File: src/rtl/noc_link_rx_deserializer.sv
// Receive endpoint of a credit-based NoC link: buffers flits, returns one credit
// per consumed flit and reassembles SERIALIZATION_FACTOR flits into an AXI-stream word.
module noc_link_rx_deserializer #(
  parameter int FLIT_BUFFER_DEPTH    = 4,
  parameter int TDATA_WIDTH          = 32,
  parameter int SERIALIZATION_FACTOR = 1,
  parameter int TID_WIDTH            = 2,
  parameter int TDEST_WIDTH          = 4,
  parameter int FLIT_WIDTH           = TDATA_WIDTH / SERIALIZATION_FACTOR,
  parameter int DEST_WIDTH           = TID_WIDTH + TDEST_WIDTH,
  parameter int LEVEL_WIDTH          = $clog2(FLIT_BUFFER_DEPTH + 1)
) (
  input  logic                   clk_noc,
  input  logic                   rst_noc_sync,
  input  logic [FLIT_WIDTH-1:0]  data_in,
  input  logic [DEST_WIDTH-1:0]  dest_in,
  input  logic                   is_tail_in,
  input  logic                   send_in,
  output logic                   credit_out,
  output logic                   axis_out_tvalid,
  input  logic                   axis_out_tready,
  output logic [TDATA_WIDTH-1:0] axis_out_tdata,
  output logic                   axis_out_tlast,
  output logic [TID_WIDTH-1:0]   axis_out_tid,
  output logic [TDEST_WIDTH-1:0] axis_out_tdest,
  output logic                   err_overflow,
  output logic                   err_short,
  output logic                   err_dest,
  output logic [LEVEL_WIDTH-1:0] fifo_level
);

  localparam int PTR_W   = $clog2(FLIT_BUFFER_DEPTH);
  localparam int LANE_W  = (SERIALIZATION_FACTOR > 1) ? $clog2(SERIALIZATION_FACTOR) : 1;
  localparam int ENTRY_W = FLIT_WIDTH + DEST_WIDTH + 1;
  localparam logic [LANE_W-1:0]      LAST_LANE  = LANE_W'(SERIALIZATION_FACTOR - 1);
  localparam logic [LEVEL_WIDTH-1:0] FULL_LEVEL = LEVEL_WIDTH'(FLIT_BUFFER_DEPTH);

  logic [ENTRY_W-1:0]     mem_q [FLIT_BUFFER_DEPTH];
  logic [PTR_W-1:0]       wrPtr_q, wrPtr_d, rdPtr_q, rdPtr_d;
  logic [LEVEL_WIDTH-1:0] count_q, count_d;
  logic [FLIT_WIDTH-1:0]  headData;
  logic [DEST_WIDTH-1:0]  headDest;
  logic                   headTail;
  logic                   fifoEmpty, fifoFull, push, pop;

  logic [LANE_W-1:0]      laneCnt_q, laneCnt_d;
  logic [TDATA_WIDTH-1:0] word_q, word_d;
  logic [DEST_WIDTH-1:0]  destCap_q, destCap_d;
  logic                   tvalid_q, tvalid_d, tlast_q, tlast_d, credit_q;
  logic                   errOverflow_q, errOverflow_d;
  logic                   errShort_q, errShort_d;
  logic                   errDest_q, errDest_d;

  assign {headData, headDest, headTail} = mem_q[rdPtr_q];
  assign fifoEmpty = (count_q == '0);
  assign fifoFull  = (count_q == FULL_LEVEL);
  assign pop       = !fifoEmpty && (!tvalid_q || axis_out_tready);
  // A pop in the same cycle frees the slot, so a full FIFO can still accept.
  assign push      = send_in && (!fifoFull || pop);

  always_comb begin
    wrPtr_d = wrPtr_q;
    rdPtr_d = rdPtr_q;
    count_d = count_q;
    if (push) wrPtr_d = wrPtr_q + PTR_W'(1);
    if (pop)  rdPtr_d = rdPtr_q + PTR_W'(1);
    case ({push, pop})
      2'b10:   count_d = count_q + LEVEL_WIDTH'(1);
      2'b01:   count_d = count_q - LEVEL_WIDTH'(1);
      default: count_d = count_q;
    endcase
  end

  always_comb begin
    laneCnt_d     = laneCnt_q;
    word_d        = word_q;
    destCap_d     = destCap_q;
    tvalid_d      = tvalid_q;
    tlast_d       = tlast_q;
    errOverflow_d = errOverflow_q | (send_in && fifoFull && !pop);
    errShort_d    = errShort_q;
    errDest_d     = errDest_q;

    if (tvalid_q && axis_out_tready) begin
      tvalid_d = 1'b0;
      tlast_d  = 1'b0;
    end

    if (pop) begin
      if (laneCnt_q == '0) begin
        word_d                   = '0;
        word_d[FLIT_WIDTH-1:0]   = headData;
        destCap_d                = headDest;
      end else begin
        for (int l = 1; l < SERIALIZATION_FACTOR; l++) begin
          if (laneCnt_q == LANE_W'(l)) word_d[l*FLIT_WIDTH +: FLIT_WIDTH] = headData;
        end
        if (headDest != destCap_q) errDest_d = 1'b1;
      end

      if (headTail || laneCnt_q == LAST_LANE) begin
        tvalid_d  = 1'b1;
        tlast_d   = headTail;
        laneCnt_d = '0;
        if (laneCnt_q != LAST_LANE) errShort_d = 1'b1;
      end else begin
        laneCnt_d = laneCnt_q + LANE_W'(1);
      end
    end
  end

  // Storage carries no reset; occupancy and pointers alone define validity.
  always_ff @(posedge clk_noc) begin
    if (push) mem_q[wrPtr_q] <= {data_in, dest_in, is_tail_in};
  end

  always_ff @(posedge clk_noc) begin
    if (rst_noc_sync) begin
      wrPtr_q       <= '0;
      rdPtr_q       <= '0;
      count_q       <= '0;
      laneCnt_q     <= '0;
      word_q        <= '0;
      destCap_q     <= '0;
      tvalid_q      <= 1'b0;
      tlast_q       <= 1'b0;
      credit_q      <= 1'b0;
      errOverflow_q <= 1'b0;
      errShort_q    <= 1'b0;
      errDest_q     <= 1'b0;
    end else begin
      wrPtr_q       <= wrPtr_d;
      rdPtr_q       <= rdPtr_d;
      count_q       <= count_d;
      laneCnt_q     <= laneCnt_d;
      word_q        <= word_d;
      destCap_q     <= destCap_d;
      tvalid_q      <= tvalid_d;
      tlast_q       <= tlast_d;
      credit_q      <= pop;
      errOverflow_q <= errOverflow_d;
      errShort_q    <= errShort_d;
      errDest_q     <= errDest_d;
    end
  end

  // Word and dest are masked while invalid so partial assembly never leaks out.
  assign axis_out_tvalid = tvalid_q;
  assign axis_out_tdata  = tvalid_q ? word_q : '0;
  assign axis_out_tlast  = tlast_q;
  assign axis_out_tid    = tvalid_q ? destCap_q[DEST_WIDTH-1:TDEST_WIDTH] : '0;
  assign axis_out_tdest  = tvalid_q ? destCap_q[TDEST_WIDTH-1:0] : '0;
  assign credit_out      = credit_q;
  assign err_overflow    = errOverflow_q;
  assign err_short       = errShort_q;
  assign err_dest        = errDest_q;
  assign fifo_level      = count_q;

endmodule
File: config.mk
export PLATFORM = sky130hd
export DESIGN_NAME = noc_link_rx_deserializer
export DESIGN_NICKNAME = d
export VERILOG_FILES = /design/src/rtl/noc_link_rx_deserializer.sv
export SDC_FILE = /design/constraint.sdc
export NUM_CORES = 1
export LEC_CHECK = 0
export ABC_AREA = 0
export CAP_MARGIN = 20
export CORE_MARGIN = 1.5
export CORE_UTILIZATION = 50
export DETAILED_ROUTE_END_ITERATION = 8
export DONT_BUFFER_PORTS = 1
export GPL_ROUTABILITY_DRIVEN = 0
export SLEW_MARGIN = 20
export SYNTH_ARGS = -nofsm -noshare
export SYNTH_HDL_FRONTEND = slang
export SYNTH_SLANG_ARGS = --single-unit
File: constraint.sdc
create_clock -name clk_noc -period 3.05 [get_ports clk_noc]
set_input_delay 0.61 -clock clk_noc [delete_from_list [all_inputs] [get_ports clk_noc]]
set_output_delay 0.61 -clock clk_noc [all_outputs]
set_load 0.005 [all_outputs]
* Word level (Yosys, flattened, before mapping)
Memories as Yosys holds them, arrays and structs flattened. A register that Yosys moved wholly into a read port is not among the register bits.
Index checks and enable logic that the tools add are counted.
W data, S select, Z words.
** Cells by class
- $add $sub $neg :: 5
- Eq/ne operators :: 4
- Mux-type cells :: 15
- Bitwise operators :: 2
- Reduce and logical (&&, ||, !) cells :: 17
** Operators by type and width (count)
- $mux W32 :: 1
- $mux W1 :: 9
- $mux W2 :: 3
- $ne A6 B6 Y1 :: 1
- $pmux W3 S2 :: 1
- $reduce_and A3 Y1 :: 2
- $logic_and A1 B1 Y1 :: 5
- $add A2 B1 Y2 const B :: 2
- $logic_not A1 Y1 :: 4
- $mux W4 :: 1
- $add A3 B1 Y3 const B :: 1
- $eq A3 B3 Y1 const B :: 1
- $logic_not A3 Y1 :: 1
- $logic_or A1 B1 Y1 :: 3
- $sub A3 B1 Y3 const B :: 1
- $eq A2 B1 Y1 const B :: 1
- $eq A2 B2 Y1 const B :: 1
- $reduce_and A2 Y1 :: 1
- $reduce_bool A2 Y1 :: 1
- $add A1 B1 Y1 const B :: 1
- $not A1 Y1 :: 1
- $or A1 B1 Y1 :: 1
** Word-level totals
- Register bits after elaboration :: 52
- RAM bits :: 156
- Input port bits :: 43
- Output and inout port bits :: 47
- Word-level logic and storage cells :: 56
- Memories kept :: 1
** Memory list
- mem_q :: words 4, bits a word 39, read ports 1, clocked after Yosys merged registers in 1, wr ports 1, line 38 : logic [ENTRY_W-1:0] mem_q [FLIT_BUFFER_DEPTH];

* Depth between registers and ports, before layout
- Word-level depth :: 7
- Depth in mapped cells :: 9
- Mapped depth without buffers :: 8

* Worst setup path before layout
No wires, ideal clock.
- Path kind :: input-to-reg
- From :: input port axis_out_tready
- To :: memory mem_q[1][0] (netlist name) (enable)
- Setup time :: 400 ps
- Arrival :: 2079 ps
- Required time :: 2650 ps
- Path slack :: 570 ps
- Stages :: 4
- Path buffers :: 1
- Cells stage by stage :: nor2b_4 -> buf_6 -> a31oi_2 -> and2_1
** Between the ends
- Word-level cells in the longest chain between the ends :: 6
** RTL lines
- start, declared :: line 21 : input logic axis_out_tready,
- $logic_or A1 B1 Y1 :: line 57 : assign pop = !fifoEmpty && (!tvalid_q || axis_out_tready);
- $logic_and A1 B1 Y1 :: line 57
- $logic_or A1 B1 Y1 :: line 59 : assign push = send_in && (!fifoFull || pop);
- $logic_and A1 B1 Y1 :: line 59
- $mux W1 :: line 114 : if (push) mem_q[wrPtr_q] <= {data_in, dest_in, is_tail_in};
- $mux W1 (implied by the code) :: line 114
- end, declared :: line 38
Every way passes these cells.

* Worst setup path after layout
- From :: register count_q[0], in the netlist fifo_level[0]
- To :: memory mem_q[2][30] (netlist name) (enable)
** Between the ends
- Word-level cells in the longest chain between the ends :: 7
- Elaborated cells between the ends (all ways) :: 9
- Classes of those cells :: 1 x eq/ne; 2 x mux; 6 x reduce/logical
** RTL lines
- start, declared :: line 40 : logic [LEVEL_WIDTH-1:0] count_q, count_d;
- start signal, assigned :: line 134 : count_q <= count_d;
- $logic_not A3 Y1 :: line 55 : assign fifoEmpty = (count_q == '0);
- $logic_not A1 Y1 :: line 57
- $logic_and A1 B1 Y1 :: line 57
- $logic_or A1 B1 Y1 (*) :: line 59
- $logic_and A1 B1 Y1 (*) :: line 59
- $mux W1 (*) :: line 114
- $mux W1 (implied by the code) (*) :: line 114
Mark *: on every way between the ends. The rest lies on a longest branch, timed or not.

==> run metrics <==
status finished clean; Final Critical Period 2090 ps; Layout Nets 574; clk_lat worst skew 490 ps; post-synth top area share 0.579; CTS tree done; clk sinks 210; Worst path slowest cell and2_2; crit-path cells nor2_1, a31oi_2, and2_2, buf_4; DR WL/cell 19.8 microns; clk_skew 8.57 ps; Die Ht 130 microns; ys flop type edfxtp_1; post-CTS sizing 0; initial antenna violation count 0; pin slew with the least headroom to its limit 927 ps; number of flops mapped to enable cells by yosys 156; # diodes 0; Final Hold Fails 0; Final setup viols 0; Critical Path Start fifo_level[0]; # port buffers 0; # rows 46; Synth Register Bits 210; Die Wd 130 microns; Avg Inst Size Synth 15.6 sq um; worst vdd ir 0.520 mV; Starting Density 0.511; worst rel slew slack 0.382; Hold Buf Count CTS 0; vias in the first global route 4056; CP max stage delay 540 ps; GRT Util Overall 0.182; fin. max-slew vios 0; post-layout total power 8.05 mW; Core Area 15800 sq um; RSZ-0062 raised after global routing false; Via-to-Cell Ratio 5.40; CP max FO 16; CP endpoint kind register; ys async rst share 0; met1 Usage GRT 0.241; buffer count from post-CTS setup fixing 0; Layout area overhead 11.2%; GR Overflow Total 0; Yosys Warn Count 0; global routing usage on met3 0.0508; nature of the critical path startpoint register; clk root buf clkbuf_16; part of the Yosys area used for sequential elements 0.713; Worst EP arrival 2270 ps; CP endpoint mem_q[2][30]; largest net degree at the start of global routing 54; setup tns final 0 ps; die area 16900 sq um; synth top area cells edfxtp_1 58%, dfxtp_1 13%, mux4_2 10%, nand2_1 3.6%, and2_1 3.2%; Synth area leader edfxtp_1; Yosys cell types 35; power density cells 896 nW/um^2; io pins 90; via count 4091; clock buffer count from CTS 22; reg2reg start fifo_level[0]; maximum clock frequency 479 MHz; most numerous cell in the Yosys netlist edfxtp_1; CTS Buffer Depth 3; Post-Syn Instances 519; Pre-antenna DRT Iters 4; first-pass GRT wire length 22800 microns; synth cell count leaders 156 x edfxtp_1, 78 x nand2_1, 54 x dfxtp_1, 47 x a21oi_1, 42 x and2_1; detailed placement HPWL 9070 microns; MaxCap Viol Count 0; Post-route DRC 0; Mapped Area 8090 sq um; GR met2 Demand/Resource 0.301; final period utilization 0.684; Req. time, crit path 3230 ps; worst min path class input port to register; post-synth net total 567; routed wire length 15000 microns; R2R depth 4; crit path kind register to register; H-Tree Depth 1; worst flop-to-flop path endpoint mem_q[2][30]; DR iter-0 viols 276; CTS clk-pin slew, worst paths 60 ps; Lkg Pwr 2.97 nW; Final ANT Viol Nets 0; layout cell share with drive strength beyond 1 0.173; R2R setup slack 960 ps; grt peak-use layer met2
-- cell families (layout without fill, tap and decap cells) --
kind of cell / after synthesis / count (layout) / share of synthesized area
adder cells (fa/ha/maj): 5 / 5 / 0.00867
flip-flops: 210 / 210 / 0.713
XOR/XNOR: 12 / 12 / 0.0130
AO/OA/AOI/OAI: 56 / 56 / 0.0390
multiplexers: 44 / 44 / 0.110
buffers and inverters: 38 / 61 / 0.0265
AND/OR/NAND/NOR: 154 / 154 / 0.0896
-- how the worst min path moves through the flow --
stage / start / endpoint / slack [ps] / cells past startpoint
after floorplan: word_q[0] / word_q[0] / 430 / 2
after global placement: word_q[15] / word_q[15] / 430 / 2
after detailed placement: word_q[9] / word_q[9] / 440 / 2
after CTS: rst_noc_sync / word_q[31] / 160 / 1
after global routing: rst_noc_sync / destCap_q[5] / 170 / 1
final: rst_noc_sync / err_short / 180 / 1
-- routing by layer --
| layer | wire (microns) | part of all wire | vias to the layer above |
|---|---|---|---|
| met5 | 0 | 0 | - |
| met4 | 244 | 0.016 | 0 |
| met3 | 950 | 0.063 | 19 |
| met2 | 7340 | 0.49 | 112 |
| met1 | 6500 | 0.43 | 2051 |
| li1 | - | - | 1909 |
-- sequential cells by signal, summed over array words and instances (netlist names), named ones only --
| signal | count |
|---|---|
| mem_q | 156 |
| word_q | 32 |
| destCap_q | 6 |
| fifo_level | 3 |
| rdPtr_q | 2 |
| wrPtr_q | 2 |
| axis_out_tlast | 1 |
| axis_out_tvalid | 1 |
| credit_out | 1 |
| err_dest | 1 |
| err_overflow | 1 |
| err_short | 1 |
| laneCnt_q | 1 |
-- report_power, final --
group          internal, mW  switching [mW]  leakage, nW  total (mW)
combinational         0.804            1.10        0.765        1.90
clock                  1.40            1.01        0.329        2.41
sequential             3.47           0.270         1.88        3.74
total                  5.67            2.38         2.97        8.05
-- area by class of cell --
class                      count  area, sq um
clock buffer                  28          604
clock inverter                12         57.6
fill                        1263         6840
inverter                       8         30.0
multi-input combinational    271         2120
sequential                   210         5770
tap                          216          270
timing repair buffer          13          135
-- cell usage in the layout, fill, tap and decap left out, types with 7 or more instances in the layout --
cell         n
a21oi_1     47
and2_1      38
buf_4       10
clkbuf_16   23
clkinv_2     7
dfxtp_1     52
edfxtp_1   156
inv_1        8
mux2i_1      7
mux4_2      36
nand2_1     78
nor2_1      16
xnor2_1      7
-- stage by stage --
stage	setup slack [ps]	cells	util	instance area (sq um)	hold WS [ps]
5_1_grt	781	758	0.568	8990	169
3_5_place_dp	793	718	0.526	8330	436
2_1_floorplan	570	519	-	8090	432
6_report	963	758	0.568	8990	184
4_1_cts	942	758	0.568	8990	165
3_3_place_gp	860	718	0.526	8330	431
-- worst max-delay path: cells and delay by family, from the launching register on --
| family | cells | cell delay (ps) |
|---|---|---|
| compound gates | 1 | 430 |
| flops | 1 | 380 |
| simple gates | 2 | 640 |
| buf+inv | 1 | 310 |
(Power assumes the default switching activity.)
